File: config.mk
export PLATFORM = sky130hd
export DESIGN_NAME = countdown_timer
export DESIGN_NICKNAME = d
export VERILOG_FILES = /design/src/rtl/timer_pkg.sv /design/src/rtl/timer_prescaler.sv /design/src/rtl/countdown_timer.sv
export SDC_FILE = /design/constraint.sdc
export NUM_CORES = 1
export LEC_CHECK = 0
export CAP_MARGIN = 20
export CORE_ASPECT_RATIO = 0.8
export CORE_MARGIN = 1
export CORE_UTILIZATION = 39
export DETAILED_ROUTE_END_ITERATION = 7
export PLACE_DENSITY_LB_ADDON = 0.08
export SLEW_MARGIN = 10
export SYNTH_ARGS = -nofsm -noshare
export SYNTH_HDL_FRONTEND = slang
export SYNTH_SLANG_ARGS = --single-unit
File: constraint.sdc
create_clock -name clk -period 2.8 [get_ports clk]
set_input_delay 0.56 -clock clk [delete_from_list [all_inputs] [get_ports clk]]
set_output_delay 0.56 -clock clk [all_outputs]
set_load 0.02 [all_outputs]
File: src/rtl/timer_pkg.sv
// Shared types and default sizes for the countdown timer block.
package timer_pkg;

    localparam int DEFAULT_WIDTH    = 32;
    localparam int DEFAULT_PS_WIDTH = 8;

    typedef enum logic [1:0] {
        T_IDLE    = 2'd0,
        T_RUN     = 2'd1,
        T_EXPIRED = 2'd2
    } timer_state_t;

endpackage

File: src/rtl/timer_prescaler.sv
// Prescale divider: while enabled, asserts tick once every ps_reg+1 cycles.
// A clear restarts the period so the first tick after it is a full period away.
module timer_prescaler
    import timer_pkg::*;
#(
    parameter int PS_WIDTH = DEFAULT_PS_WIDTH
) (
    input  logic                clk,
    input  logic                rst_n,
    input  logic [PS_WIDTH-1:0] ps_reg,
    input  logic                enable,
    input  logic                clear,
    output logic                tick
);

    logic [PS_WIDTH-1:0] ps_cnt_q;
    logic [PS_WIDTH-1:0] ps_cnt_d;

    // The tick does not depend on clear; the owner decides which event wins.
    assign tick = enable && (ps_cnt_q == ps_reg);

    // Next phase of the divider: restart on clear or on the period boundary.
    always_comb begin
        // NOTE: default assignment first so every path drives ps_cnt_d and no latch is inferred.
        ps_cnt_d = ps_cnt_q;
        if (clear) begin
            ps_cnt_d = '0;
        end else if (enable) begin
            if (ps_cnt_q == ps_reg) begin
                ps_cnt_d = '0;
            end else begin
                ps_cnt_d = ps_cnt_q + PS_WIDTH'(1);
            end
        end
    end

    // Phase register with synchronous reset.
    always_ff @(posedge clk) begin
        // NOTE: sequential state uses non-blocking assignments so every register samples pre-edge values.
        if (!rst_n) begin
            ps_cnt_q <= '0;
        end else begin
            ps_cnt_q <= ps_cnt_d;
        end
    end

endmodule

File: src/rtl/countdown_timer.sv
// Programmable down-counting timer with prescaler, one-shot or auto-reload
// operation, a one-cycle terminal-count pulse and a sticky interrupt flag.
// Per-edge event priority: reset > load > stop > start > tick.
module countdown_timer
    import timer_pkg::*;
#(
    parameter int WIDTH    = DEFAULT_WIDTH,
    parameter int PS_WIDTH = DEFAULT_PS_WIDTH
) (
    input  logic                clk,
    input  logic                rst_n,
    input  logic                load,
    input  logic [WIDTH-1:0]    load_val,
    input  logic                start,
    input  logic                stop,
    input  logic                auto_reload,
    input  logic [PS_WIDTH-1:0] prescale,
    input  logic                irq_clr,
    output logic [WIDTH-1:0]    count,
    output logic                busy,
    output logic                tc,
    output logic                irq
);

    timer_state_t        state_q;
    timer_state_t        state_d;
    logic [WIDTH-1:0]    count_q;
    logic [WIDTH-1:0]    count_d;
    logic [WIDTH-1:0]    reload_q;
    logic [WIDTH-1:0]    reload_d;
    logic [PS_WIDTH-1:0] ps_reg_q;
    logic [PS_WIDTH-1:0] ps_reg_d;
    logic                tc_q;
    logic                tc_d;
    logic                irq_q;
    logic                irq_d;
    logic                busy_q;
    logic                irq_set;
    logic                ps_clear;
    logic                tick;

    timer_prescaler #(
        .PS_WIDTH (PS_WIDTH)
    ) u_prescaler (
        .clk    (clk),
        .rst_n  (rst_n),
        .ps_reg (ps_reg_q),
        .enable (state_q == T_RUN),
        .clear  (ps_clear),
        .tick   (tick)
    );

    // FSM and count update, evaluated in priority order of the input events.
    always_comb begin
        state_d  = state_q;
        count_d  = count_q;
        reload_d = reload_q;
        ps_reg_d = ps_reg_q;
        tc_d     = 1'b0;
        irq_set  = 1'b0;
        ps_clear = 1'b0;

        if (load) begin
            // A load in RUN keeps counting from the new value.
            reload_d = load_val;
            count_d  = load_val;
            ps_clear = 1'b1;
            if (state_q == T_EXPIRED) begin
                state_d = T_IDLE;
            end
        end else if (stop) begin
            // A stop pulse also masks a simultaneous start.
            if (state_q == T_RUN) begin
                state_d  = T_IDLE;
                ps_clear = 1'b1;
            end
        end else if (start && (state_q != T_RUN)) begin
            // Resume from a nonzero count, else restart from the reload value.
            if (count_q != '0) begin
                state_d  = T_RUN;
                ps_reg_d = prescale;
                ps_clear = 1'b1;
            end else if (reload_q != '0) begin
                count_d  = reload_q;
                state_d  = T_RUN;
                ps_reg_d = prescale;
                ps_clear = 1'b1;
            end
        end else if (tick) begin
            // A zero count in RUN (after loading 0) simply holds.
            if (count_q > WIDTH'(1)) begin
                count_d = count_q - WIDTH'(1);
            end else if (count_q == WIDTH'(1)) begin
                tc_d    = 1'b1;
                irq_set = 1'b1;
                if (auto_reload) begin
                    count_d = reload_q;
                end else begin
                    count_d = '0;
                    state_d = T_EXPIRED;
                end
            end
        end
    end

    // Sticky interrupt: a new expiry beats a clear on the same edge.
    always_comb begin
        irq_d = irq_q;
        if (irq_set) begin
            irq_d = 1'b1;
        end else if (irq_clr) begin
            irq_d = 1'b0;
        end
    end

    // Registered state, datapath and flags with synchronous reset.
    always_ff @(posedge clk) begin
        if (!rst_n) begin
            state_q  <= T_IDLE;
            count_q  <= '0;
            reload_q <= '0;
            ps_reg_q <= '0;
            tc_q     <= 1'b0;
            irq_q    <= 1'b0;
            busy_q   <= 1'b0;
        end else begin
            state_q  <= state_d;
            count_q  <= count_d;
            reload_q <= reload_d;
            ps_reg_q <= ps_reg_d;
            tc_q     <= tc_d;
            irq_q    <= irq_d;
            busy_q   <= (state_d == T_RUN);
        end
    end

    assign count = count_q;
    assign busy  = busy_q;
    assign tc    = tc_q;
    assign irq   = irq_q;

endmodule

### Word level (Yosys, flattened, before mapping)

Cells that the tools add are included.

| word-level totals | value |
|---|---|
| register bits after elaboration | 85 |
| logic and storage cells | 71 |
| input port bits | 47 |

| cells by class | value |
|---|---|
| $lt $le $gt $ge | 1 |
| reductions and logical operators | 11 |
| multiplexer cells | 37 |
| $add $sub $neg | 2 |
| equal/unequal tests | 9 |
| bitwise logic cells | 3 |

Operators by type and width:

| operator | number |
|---|---|
| $mux 32 | 9 |
| $reduce_bool 32->1 | 2 |
| $eq 32x1->1 const B | 1 |
| $gt 32x1->1 const B | 1 |
| $sub 32x1->32 const B | 1 |
| $mux 8 | 3 |
| $mux 2 | 11 |
| $mux 1 | 14 |
| $add 8x1->8 const B | 1 |
| $eq 8x8->1 | 1 |
| $reduce_and 5->1 | 1 |
| $eq 2x1->1 const B | 2 |
| $reduce_and 4->1 | 1 |
| $reduce_bool 2->1 | 2 |
| $reduce_bool 4->1 | 1 |
| $ne 3x2->1 const B | 1 |
| $ne 3x3->1 const B | 1 |
| $not 1->1 | 3 |
| $reduce_bool 3->1 | 1 |
| $eq 2x2->1 const B | 1 |
| $logic_and 1x1->1 | 2 |
| $ne 2x1->1 const B | 1 |
| $ne 2x2->1 const B | 1 |
| $reduce_or 2->1 | 1 |

### Longest topological paths before layout

Gate-level depths: netlist of the first run.

| logic depth | value |
|---|---|
| depth after elaboration | 8 |
| gate-level depth with buffers | 9 |

### Modules after synthesis

From an unflattened synthesis of the first run, not the netlist that was laid out.

| unflattened totals | value |
|---|---|
| cell total of the unflattened synthesis | 532 |
| area, all modules | 4521.8 um^2 |

By module, submodules not included:

| module | area each (um^2) | seq. area each (um^2) | cells an instance | times used |
|---|---|---|---|---|
| countdown_timer | 4076.4 | 1541.5 | 483 | 1 |
| timer_prescaler | 445.4 | 160.2 | 49 | 1 |

### Worst setup path before layout of the first run

Ideal clock, no wire load.

| path | value |
|---|---|
| path kind | reg-to-reg |
| start | register count_q[0] (netlist: count[0]) |
| end | register count_q[30] (netlist: count[30]) |
| setup slack | 379 ps |
| data required time | 2683 ps |
| arrival | 2304 ps |
| buffers on the path | 1 |
| cell stages (with the launch flop) | 10 |
| period minus slack after synthesis | 2421 ps |
| cells stage by stage | dfxtp_1 -> inv_1 -> ha_1 -> nor2b_1 -> nand4_2 -> or4_4 -> a32oi_2 -> nand2_1 -> buf_4 -> a32o_1 |

| between the ends | value |
|---|---|
| longest elaborated chain between the ends | 6 |
| elaborated cells on any way between the ends | 12 |

Ends and longest elaborated chain:

| item | line | text |
|---|---|---|
| start: declaration | countdown_timer.sv:27 | `logic [WIDTH-1:0] count_q;` |
| start signal: assignment | countdown_timer.sv:128 | `count_q <= count_d;` |
| $sub 32x1->32 or $gt 32x1->1 (tied branches) | countdown_timer.sv:92, countdown_timer.sv:91 |  |
| $mux 32 | countdown_timer.sv:91 | `if (count_q > WIDTH'(1)) begin` |
| $mux 32 | countdown_timer.sv:89 | `end else if (tick) begin` |
| $mux 32 | countdown_timer.sv:77 | `end else if (start && (state_q != T_RUN)) begin` |
| $mux 32 | countdown_timer.sv:71 | `end else if (stop) begin` |
| $mux 32 | countdown_timer.sv:63 | `if (load) begin` |

Several ways; a longest one is shown, not always the timed one. The select of a mux whose other input is x is not followed.
A chain may end at the register's enable or synchronous reset.

### Final worst setup path of the first run

| path | value |
|---|---|
| start | register reload_q[23] |
| end | register count_q[20] (netlist: count[20]) |

| between the ends | value |
|---|---|
| longest elaborated chain between the ends | 3 |

Ends and longest elaborated chain:

| item | line | text |
|---|---|---|
| start: declaration | countdown_timer.sv:29 | `logic [WIDTH-1:0] reload_q;` |
| start signal: assignment | countdown_timer.sv:129 | `reload_q <= reload_d;` |
| $reduce_bool 32->1 | countdown_timer.sv:83 | `end else if (reload_q != '0) begin` |
| $ne 3x2->1 (no source line) | n/a |  |
| $reduce_and 5->1 (no source line) | n/a |  |

No other way between the ends.

==> summary.txt, run 1 <==
=================================================================================================
Startpoint Class                                                                             flop
Register-to-Register Setup Slack                                                          0.16 ns
Synthesized net count                                                                         587
Routed via count                                                                             4558
Number of stages on the worst hold path                                                         2
Worst rel slew slack                                                                        62.1%
Number of antenna violations at the first check in global routing                               0
Detailed-routing iteration count for the pre-antenna-repair pass                                7
Number of flip-flops and latches in the synthesized netlist                                    85
Endpoint type of the worst setup path                                                        flop
Global-route wire length before repair                                                   22500 µm
CTS tree                                                                                      yes
Tcrit/Tclk final                                                                            94.1%
Worst-case vdd ir drop                                                                     311 µV
Final-report max-slew violation count                                                           0
Horizontal die dimension                                                                   124 µm
Number of placement rows                                                                       35
FMAX                                                                                      379 MHz
DR WL/cell                                                                                18.0 µm
Most common flop cell mapped by yosys                                                     dfxtp_1
Layout Cell Area excl Fill                                                            0.00620 mm²
Clock latency at the later pin of the worst-skew pair                                     0.35 ns
Met2 wire len                                                                             6470 µm
Number of buffers inserted during clock tree synthesis                                          9
Least setup slack across all paths after layout                                          0.164 ns
Yosys top cell area share                                                                   36.7%
Total number of H-tree levels                                                                   3
Post-CTS resize count                                                                           0
Routed wire length                                                                       14200 µm
Post-synthesis cell area                                                              0.00463 mm²
Number of clock sinks seen by CTS                                                              85
Total power divided by cell area                                                       563 mW/mm²
Detailed route wirelength on metal3                                                        695 µm
Starting density of the core                                                                40.1%
Pin count of the biggest net entering global routing                                           45
Starting DRC count in detailed routing                                                        349
Pleak                                                                                     2.28 nW
Number of global-route vias before repair                                                    4366
Fraction of the core area covered by cells at the end of the flow                           53.6%
Largest area contributor in the synthesized netlist                                       dfxtp_1
Max Buffers Root-to-Sink                                                                        2
Top cells by area in the synthesized netlist                                         dfxtp_1, mux2i_1, nor2_1, nand2_1, a21oi_1
Number of distinct library cell variants in the gate-level netlist after synthesis             63
Placement Cell Area                                                                   0.00587 mm²
Post-CTS setup repair buffer count                                                              0
Cell at the root of the clock tree                                                      clkbuf_16
Capturing point of the worst reg2reg path                                            count[20]$_SDFFE_PN0P_
Endpoints failing hold                                                                          0
Remaining design rule violation count                                                           0
Place WS                                                                                 0.222 ns
Remaining Overflow, GRT                                                                         0
Top-level I/O count                                                                            82
Max-Cap Viols                                                                                   0
Hold/Removal Path Class                                                              flop to flop
Slew at the pin with the worst max-slew slack                                            0.564 ns
Sequential share of the synthesized area                                                    36.7%
Net count of the finished layout                                                              687
Hold bufs inserted after CTS                                                                    0
Required time at the endpoint of the critical path                                        3.02 ns
Die Span Y                                                                                99.5 µm
Unrepaired setup endpoints after global routing                                             false
Number of routed nets with antenna violations                                                   0
Port Buffers                                                                                   81
Data arrival, critical path                                                               2.85 ns
Die Outline Area                                                                       0.0123 mm²
Clock Skew                                                                             0.00614 ns
Post-synthesis cell count                                                                     536
Number of synthesized flops with an enable pin                                                  0
Startpoint of the worst hold path                                                    reload_q[25]$_SDFFE_PN0P_
Endpoint of the worst hold-timing path                                               reload_q[25]$_SDFFE_PN0P_
Fraction of final layout cells sized beyond drive strength 1                                14.5%
Outcome                                                                              complete, no violations
FFs w/ async S/R, synth                                                                        0%
Total Power                                                                               3.49 mW
Topmost layer with routed signal wires                                                       met4
Total routing usage reported by global routing                                              23.8%
Weighted congestion at the end of routability-driven global placement                       0.886
Routed vias/inst                                                                             5.78
Critical Setup Path Class                                                            flop to flop
CTS clk-pin slew, worst paths                                                             0.06 ns
Top fanout value on the critical path                                                          10
Number of cells on the worst reg-to-reg path                                                    6
Final critical-path required period                                                       2.64 ns
Core area                                                                              0.0116 mm²
Final Setup Violations                                                                          0
Count of warnings emitted by yosys                                                              0
Diodes inserted                                                                                 0
Setup TNS                                                                                    0 ns
Detailed-routing wirelength on met1                                                       6850 µm
Half-perimeter wire length after placement                                               10100 µm
Per-instance average area after synthesis                                                8.64 µm²
Area added between synthesis and finish                                                     33.8%
Reg-to-reg startpoint                                                                reload_q[23]$_SDFFE_PN0P_
=================================================================================================
==> layout by cell type, fill, tap and decap left out, drive strengths merged, types with 5 or more instances in the layout <==
master / instances
dfxtp: 85
clkdlybuf4s50: 80
nor2: 63
nand2: 50
buf: 46
a21oi: 31
mux2i: 31
nor3: 25
nor4: 22
xnor2: 16
a222oi: 14
and2: 13
o21ai: 13
a211oi: 12
nand3: 11
clkbuf: 11
o32ai: 10
a32o: 9
nand4: 8
inv: 7
o31ai: 7
xor2: 6
a221oi: 5
==> logic make-up (layout without fill, tap and decap cells) <==
kind of cell             Yosys count  in the layout  synth area share, %
buffers and inverters             45            150                 4.00
multiplexers                      31             31                 6.70
AO/OA/AOI/OAI                    134            134                 22.6
AND/OR/NAND/NOR                  215            215                 24.7
flip-flops                        85             85                 36.7
adder cells (fa/ha/maj)            4              4                 1.08
XOR/XNOR                          22             22                 4.16
==> synthesized netlist by cell type, types with 6 or more instances <==
cell and number:
a211oi_2 9, dfxtp_1 85, inv_1 6, a32o_1 9, xnor2_1 16, mux2i_1 31, nand2_1 49, o31ai_1 7
a21oi_1 31, clkbuf_1 22, buf_2 7, nor3_1 24, o21ai_0 7, nand3_1 11, nor4_1 16, xor2_1 6
nor2_1 62, o21ai_1 6, nand4_1 7, o32ai_1 10, a222oi_1 14, buf_1 6, and2_1 13
==> worst max-delay path by stage <==
stage,cells after the start,slack [ns],from,end
floorplan,9,0.38,count[0]$_SDFFE_PN0P_,count[30]$_SDFFE_PN0P_
global placement,8,0.29,count[24]$_SDFFE_PN0P_,count[31]$_SDFFE_PN0P_
detailed placement,6,0.22,count[28]$_SDFFE_PN0P_,count[20]$_SDFFE_PN0P_
CTS,6,0.21,count[28]$_SDFFE_PN0P_,count[20]$_SDFFE_PN0P_
global route,6,0.06,reload_q[23]$_SDFFE_PN0P_,count[3]$_SDFFE_PN0P_
finish,6,0.16,reload_q[23]$_SDFFE_PN0P_,count[20]$_SDFFE_PN0P_
==> final cells by class <==
type / count / area [µm²]
Fill cell: 1126 / 5370
Multi-Input combinational cell: 406 / 2770
Sequential cell: 85 / 1700
Timing Repair Buffer: 126 / 1180
Clock buffer: 11 / 243
Tap cell: 148 / 185
Clock inverter: 5 / 83.8
Inverter: 8 / 30.0
==> stage by stage <==
| step | hold slack, ns | instances |
|---|---|---|
| final | 0.496 | 789 |
| after global routing | 0.521 | 789 |
| after detailed placement | 0.490 | 773 |
| after global placement | 0.471 | 773 |
| after floorplan | 0.459 | 536 |
| after CTS | 0.501 | 789 |
==> worst max-delay path: stages, from the launching register on <==
cell and delay, ns:
dfxtp_1 0.32, nor4_1 0.48, nand2_1 0.13, or4_1 0.58, a32o_1 0.35, nor2_2 0.45, o32ai_1 0.17
==> metal layers <==
layer	up-vias	track usage, %
li1	2221	-
met1	2208	32.7
met2	117	37.1
met3	12	4.93
met4	0	7.78
met5	-	0
==> where the power goes <==
| group | switching (mW) | internal, mW | leakage (nW) |
|---|---|---|---|
| clock | 0.510 | 0.808 | 0.152 |
| sequential | 0.0835 | 1.28 | 0.698 |
| combinational | 0.432 | 0.381 | 1.43 |
| total | 1.02 | 2.47 | 2.28 |
==> registers in the layout, summed over array words and instances, names as in the netlist <==
signal                count
ps_reg_q                  8
u_prescaler.ps_cnt_q      8
count                    32
state_q                   2
tc                        1
irq                       1
reload_q                 32
busy                      1
Power figures use the tool's default switching activity.
==> run 2: changes to the inputs <==
--- a/config.mk
+++ b/config.mk
@@ -5,6 +5,7 @@
 export SDC_FILE = /design/constraint.sdc
 export NUM_CORES = 1
 export LEC_CHECK = 0
+export ABC_AREA = 1
 export CAP_MARGIN = 20
 export CORE_ASPECT_RATIO = 0.8
 export CORE_MARGIN = 1
==> run 2 against run 1 <==
  * Fmax up 8.1%
  * Area after synthesis increased by 11%
  * Non-clock buffer count fell by 33
  * Clock power is 14% lower
  * Count of clock-buffer cells in the layout is 1 lower
  * Via count up 22%
  * Combinational power grew 7.0%
  * Critical endpoint is now count[27]$_SDFFE_PN0P_
  * Global-route usage grew 1.5 points
==> summary.txt, run 2 <==
=================================================================================================
Number of clock sinks seen by CTS                                                              85
Final Setup Violations                                                                          0
Cell at the root of the clock tree                                                      clkbuf_16
Sequential share of the synthesized area                                                    33.2%
Port Buffers                                                                                   81
Critical path's top delay family                                                     simple AND/OR/NAND/NOR gates
Starting density of the core                                                                40.0%
Net count of the finished layout                                                              945
Worst rel slew slack                                                                        54.3%
Largest area contributor in the synthesized netlist                                       dfxtp_1
Required time at the endpoint of the critical path                                        3.09 ns
Synthesized net count                                                                         874
Number of distinct library cell variants in the gate-level netlist after synthesis             37
Min Hold Slack                                                                           0.466 ns
Top fanout value on the critical path                                                          21
Routed wire length                                                                       16500 µm
# fillers                                                                                    1337
Total number of H-tree levels                                                                   3
Worst path max stage delay                                                                0.33 ns
Critical-path cell list                                                              inv_1 > ha_1 > inv_1 > nor2_8 > inv_2 > nor2_4 > nand3_1 > nand2_1 > nand2_2 > nand2_4 > nand2_8 > inv_6 > nor2_1 > nor2_1
Area added between synthesis and finish                                                     23.9%
Horizontal die dimension                                                                   130 µm
Fraction of final layout cells sized beyond drive strength 1                                5.90%
Critical Setup Path Class                                                            flop to flop
Number of routed nets with antenna violations                                                   0
Setup TNS                                                                                    0 ns
DR WL/cell                                                                                15.4 µm
Most common cell in the netlist                                                           nand2_1
Number of global-route vias before repair                                                    5070
Routed vias/inst                                                                             5.16
Commonest non-fill, non-tap cell in the layout                                            nand2_1
Data arrival, critical path                                                               2.73 ns
FFs w/ async S/R, synth                                                                        0%
Count of warnings emitted by yosys                                                              0
Post-CTS setup repair buffer count                                                              0
Net switching component of the power                                                      1.15 mW
Total power divided by cell area                                                       530 mW/mm²
Top cells by area in the synthesized netlist                                         dfxtp_1, nand2_1, nor2_1, nand3_1, inv_1
Leading post-synthesis cells by instance count                                       nand2_1, nor2_1, dfxtp_1, nand3_1, inv_1
Commonest non-fill, non-tap cells in the layout                                      nand2_1, nor2_1, dfxtp_1, clkdlybuf4s50_1, nand3_1
Post-synthesis cell area                                                              0.00513 mm²
Placement Cell Area                                                                   0.00608 mm²
CTS tree                                                                                      yes
Clock latency at the later pin of the worst-skew pair                                     0.35 ns
Sequential Power Share                                                                      40.3%
Clock Power Share                                                                           33.9%
Hold/Removal Path Class                                                              flop to flop
Core area                                                                              0.0128 mm²
Combinational power share                                                                   25.8%
Endpoint type of the worst setup path                                                        flop
Cell internal power dissipation                                                           2.22 mW
Pleak                                                                                     2.69 nW
Remaining Overflow, GRT                                                                         0
Detailed-routing iteration count for the pre-antenna-repair pass                                5
FMAX                                                                                      410 MHz
Post-synthesis cell count                                                                     823
Half-perimeter wire length after placement                                               12400 µm
Register-to-Register Setup Slack                                                          0.36 ns
Total routing usage reported by global routing                                              25.3%
Switching share of power                                                                    34.0%
Max-Cap Viols                                                                                   0
Unrepaired setup endpoints after global routing                                             false
Startpoint Class                                                                             flop
Final critical-path required period                                                       2.44 ns
Fraction of the core area covered by cells at the end of the flow                           49.6%
Most common flop cell mapped by yosys                                                     dfxtp_1
Number of placement rows                                                                       37
Count of placed standard cells including taps                                                1058
Max Buffers Root-to-Sink                                                                        2
Number of flip-flops and latches in the synthesized netlist                                    85
Global-route wire length before repair                                                   26100 µm
Yosys top cell area share                                                                   33.2%
Number of antenna violations at the first check in global routing                               0
Number of buffers inserted during clock tree synthesis                                          9
Remaining design rule violation count                                                           0
Slew at the pin with the worst max-slew slack                                            0.684 ns
Die Outline Area                                                                       0.0136 mm²
Clock Skew                                                                             0.00534 ns
Weighted congestion at the end of routability-driven global placement                       0.935
Outcome                                                                              complete, no violations
Master of the slowest instance on the critical path                                       dfxtp_1
Die Span Y                                                                                 105 µm
Endpoints failing hold                                                                          0
Top-level I/O count                                                                            82
Hold bufs inserted after CTS                                                                    0
Filler-free cell count of the finished design                                                1074
CTS clk-pin slew, worst paths                                                             0.06 ns
Per-instance average area after synthesis                                                6.23 µm²
Worst-case vdd ir drop                                                                     324 µV
Routed via count                                                                             5541
Tcrit/Tclk final                                                                            87.1%
Starting DRC count in detailed routing                                                        547
Number of synthesized flops with an enable pin                                                  0
Diodes inserted                                                                                 0
Post-CTS resize count                                                                           0
Number of buffer and inverter stages on the critical path                                       4
Layout Cell Area excl Fill                                                            0.00636 mm²
Pin count of the biggest net entering global routing                                           42
Final-report max-slew violation count                                                           0
=================================================================================================
[run 2: area by class of cell]
cell class                 instances  area (µm²)  area share (%)
inverter                          79         302            4.74
timing repair buffer              93         913            14.4
tap                              175         219            3.44
sequential                        85        1700            26.8
clock buffer                      10         229            3.60
multi-input combinational        626        2940            46.3
clock inverter                     6        48.8           0.768
[run 2: metal layers]
| metal | share of wire [%] | up-vias | global-route usage (%) |
|---|---|---|---|
| li1 | - | 2772 | - |
| met1 | 49 | 2537 | 35.9 |
| met2 | 43 | 191 | 37.3 |
| met3 | 5.2 | 41 | 4.35 |
| met4 | 3.3 | 0 | 11.1 |
| met5 | 0 | - | 0 |
[run 2: power by group through the flow]
stage                     clock network (mW)  logic [mW]  registers [mW]
after global routing                    1.22       0.964            1.37
after global placement                     0       0.855            1.38
after detailed placement                   0       0.859            1.38
after CTS                               1.18       0.864            1.36
final                                   1.14       0.870            1.36
after floorplan                            0       0.519            1.41
[run 2: cells by family after synthesis]
family	count (synthesis)	synth area share [%]
XOR/XNOR	26	4.44
adder cells (fa/ha/maj)	4	0.976
flip-flops	85	33.2
buffers and inverters	112	9.44
AND/OR/NAND/NOR	519	44.2
AO/OA/AOI/OAI	77	7.78
[run 2: stage by stage]
step	setup slack, ns	total power, mW
2_1_floorplan	0.853	1.93
3_3_place_gp	0.370	2.24
3_5_place_dp	0.342	2.24
4_1_cts	0.385	3.40
5_1_grt	0.212	3.55
6_report	0.362	3.37
[run 2: path summary, 6_finish.rpt]
| check | startpoint | depth (start not counted) | to |
|---|---|---|---|
| max | count[0]$_SDFFE_PN0P_ | 14 | count[27]$_SDFFE_PN0P_ |
| min | ps_reg_q[2]$_SDFFE_PN0P_ | 2 | ps_reg_q[2]$_SDFFE_PN0P_ |
| max reg2reg | count[0]$_SDFFE_PN0P_ | 14 | count[27]$_SDFFE_PN0P_ |
| min reg2reg | ps_reg_q[2]$_SDFFE_PN0P_ | 2 | ps_reg_q[2]$_SDFFE_PN0P_ |
[run 2: worst reg2reg max path: stages, from the launching register on]
cell and delay [ns]:
dfxtp_1 0.33, inv_1 0.14, ha_1 0.27, inv_1 0.13, nor2_8 0.17, inv_2 0.08
nor2_4 0.14, nand3_1 0.11, nand2_1 0.10, nand2_2 0.07, nand2_4 0.25, nand2_8 0.20
inv_6 0.20, nor2_1 0.11, nor2_1 0.09
==> run 3: changes to the inputs <==
--- a/config.mk
+++ b/config.mk
@@ -6,7 +6,6 @@
 export NUM_CORES = 1
 export LEC_CHECK = 0
 export ABC_AREA = 1
-export CAP_MARGIN = 20
 export CORE_ASPECT_RATIO = 0.8
 export CORE_MARGIN = 1
 export CORE_UTILIZATION = 39
==> results of run 3 <==
Final layout, timing and power as in run 2 (identical DEF).
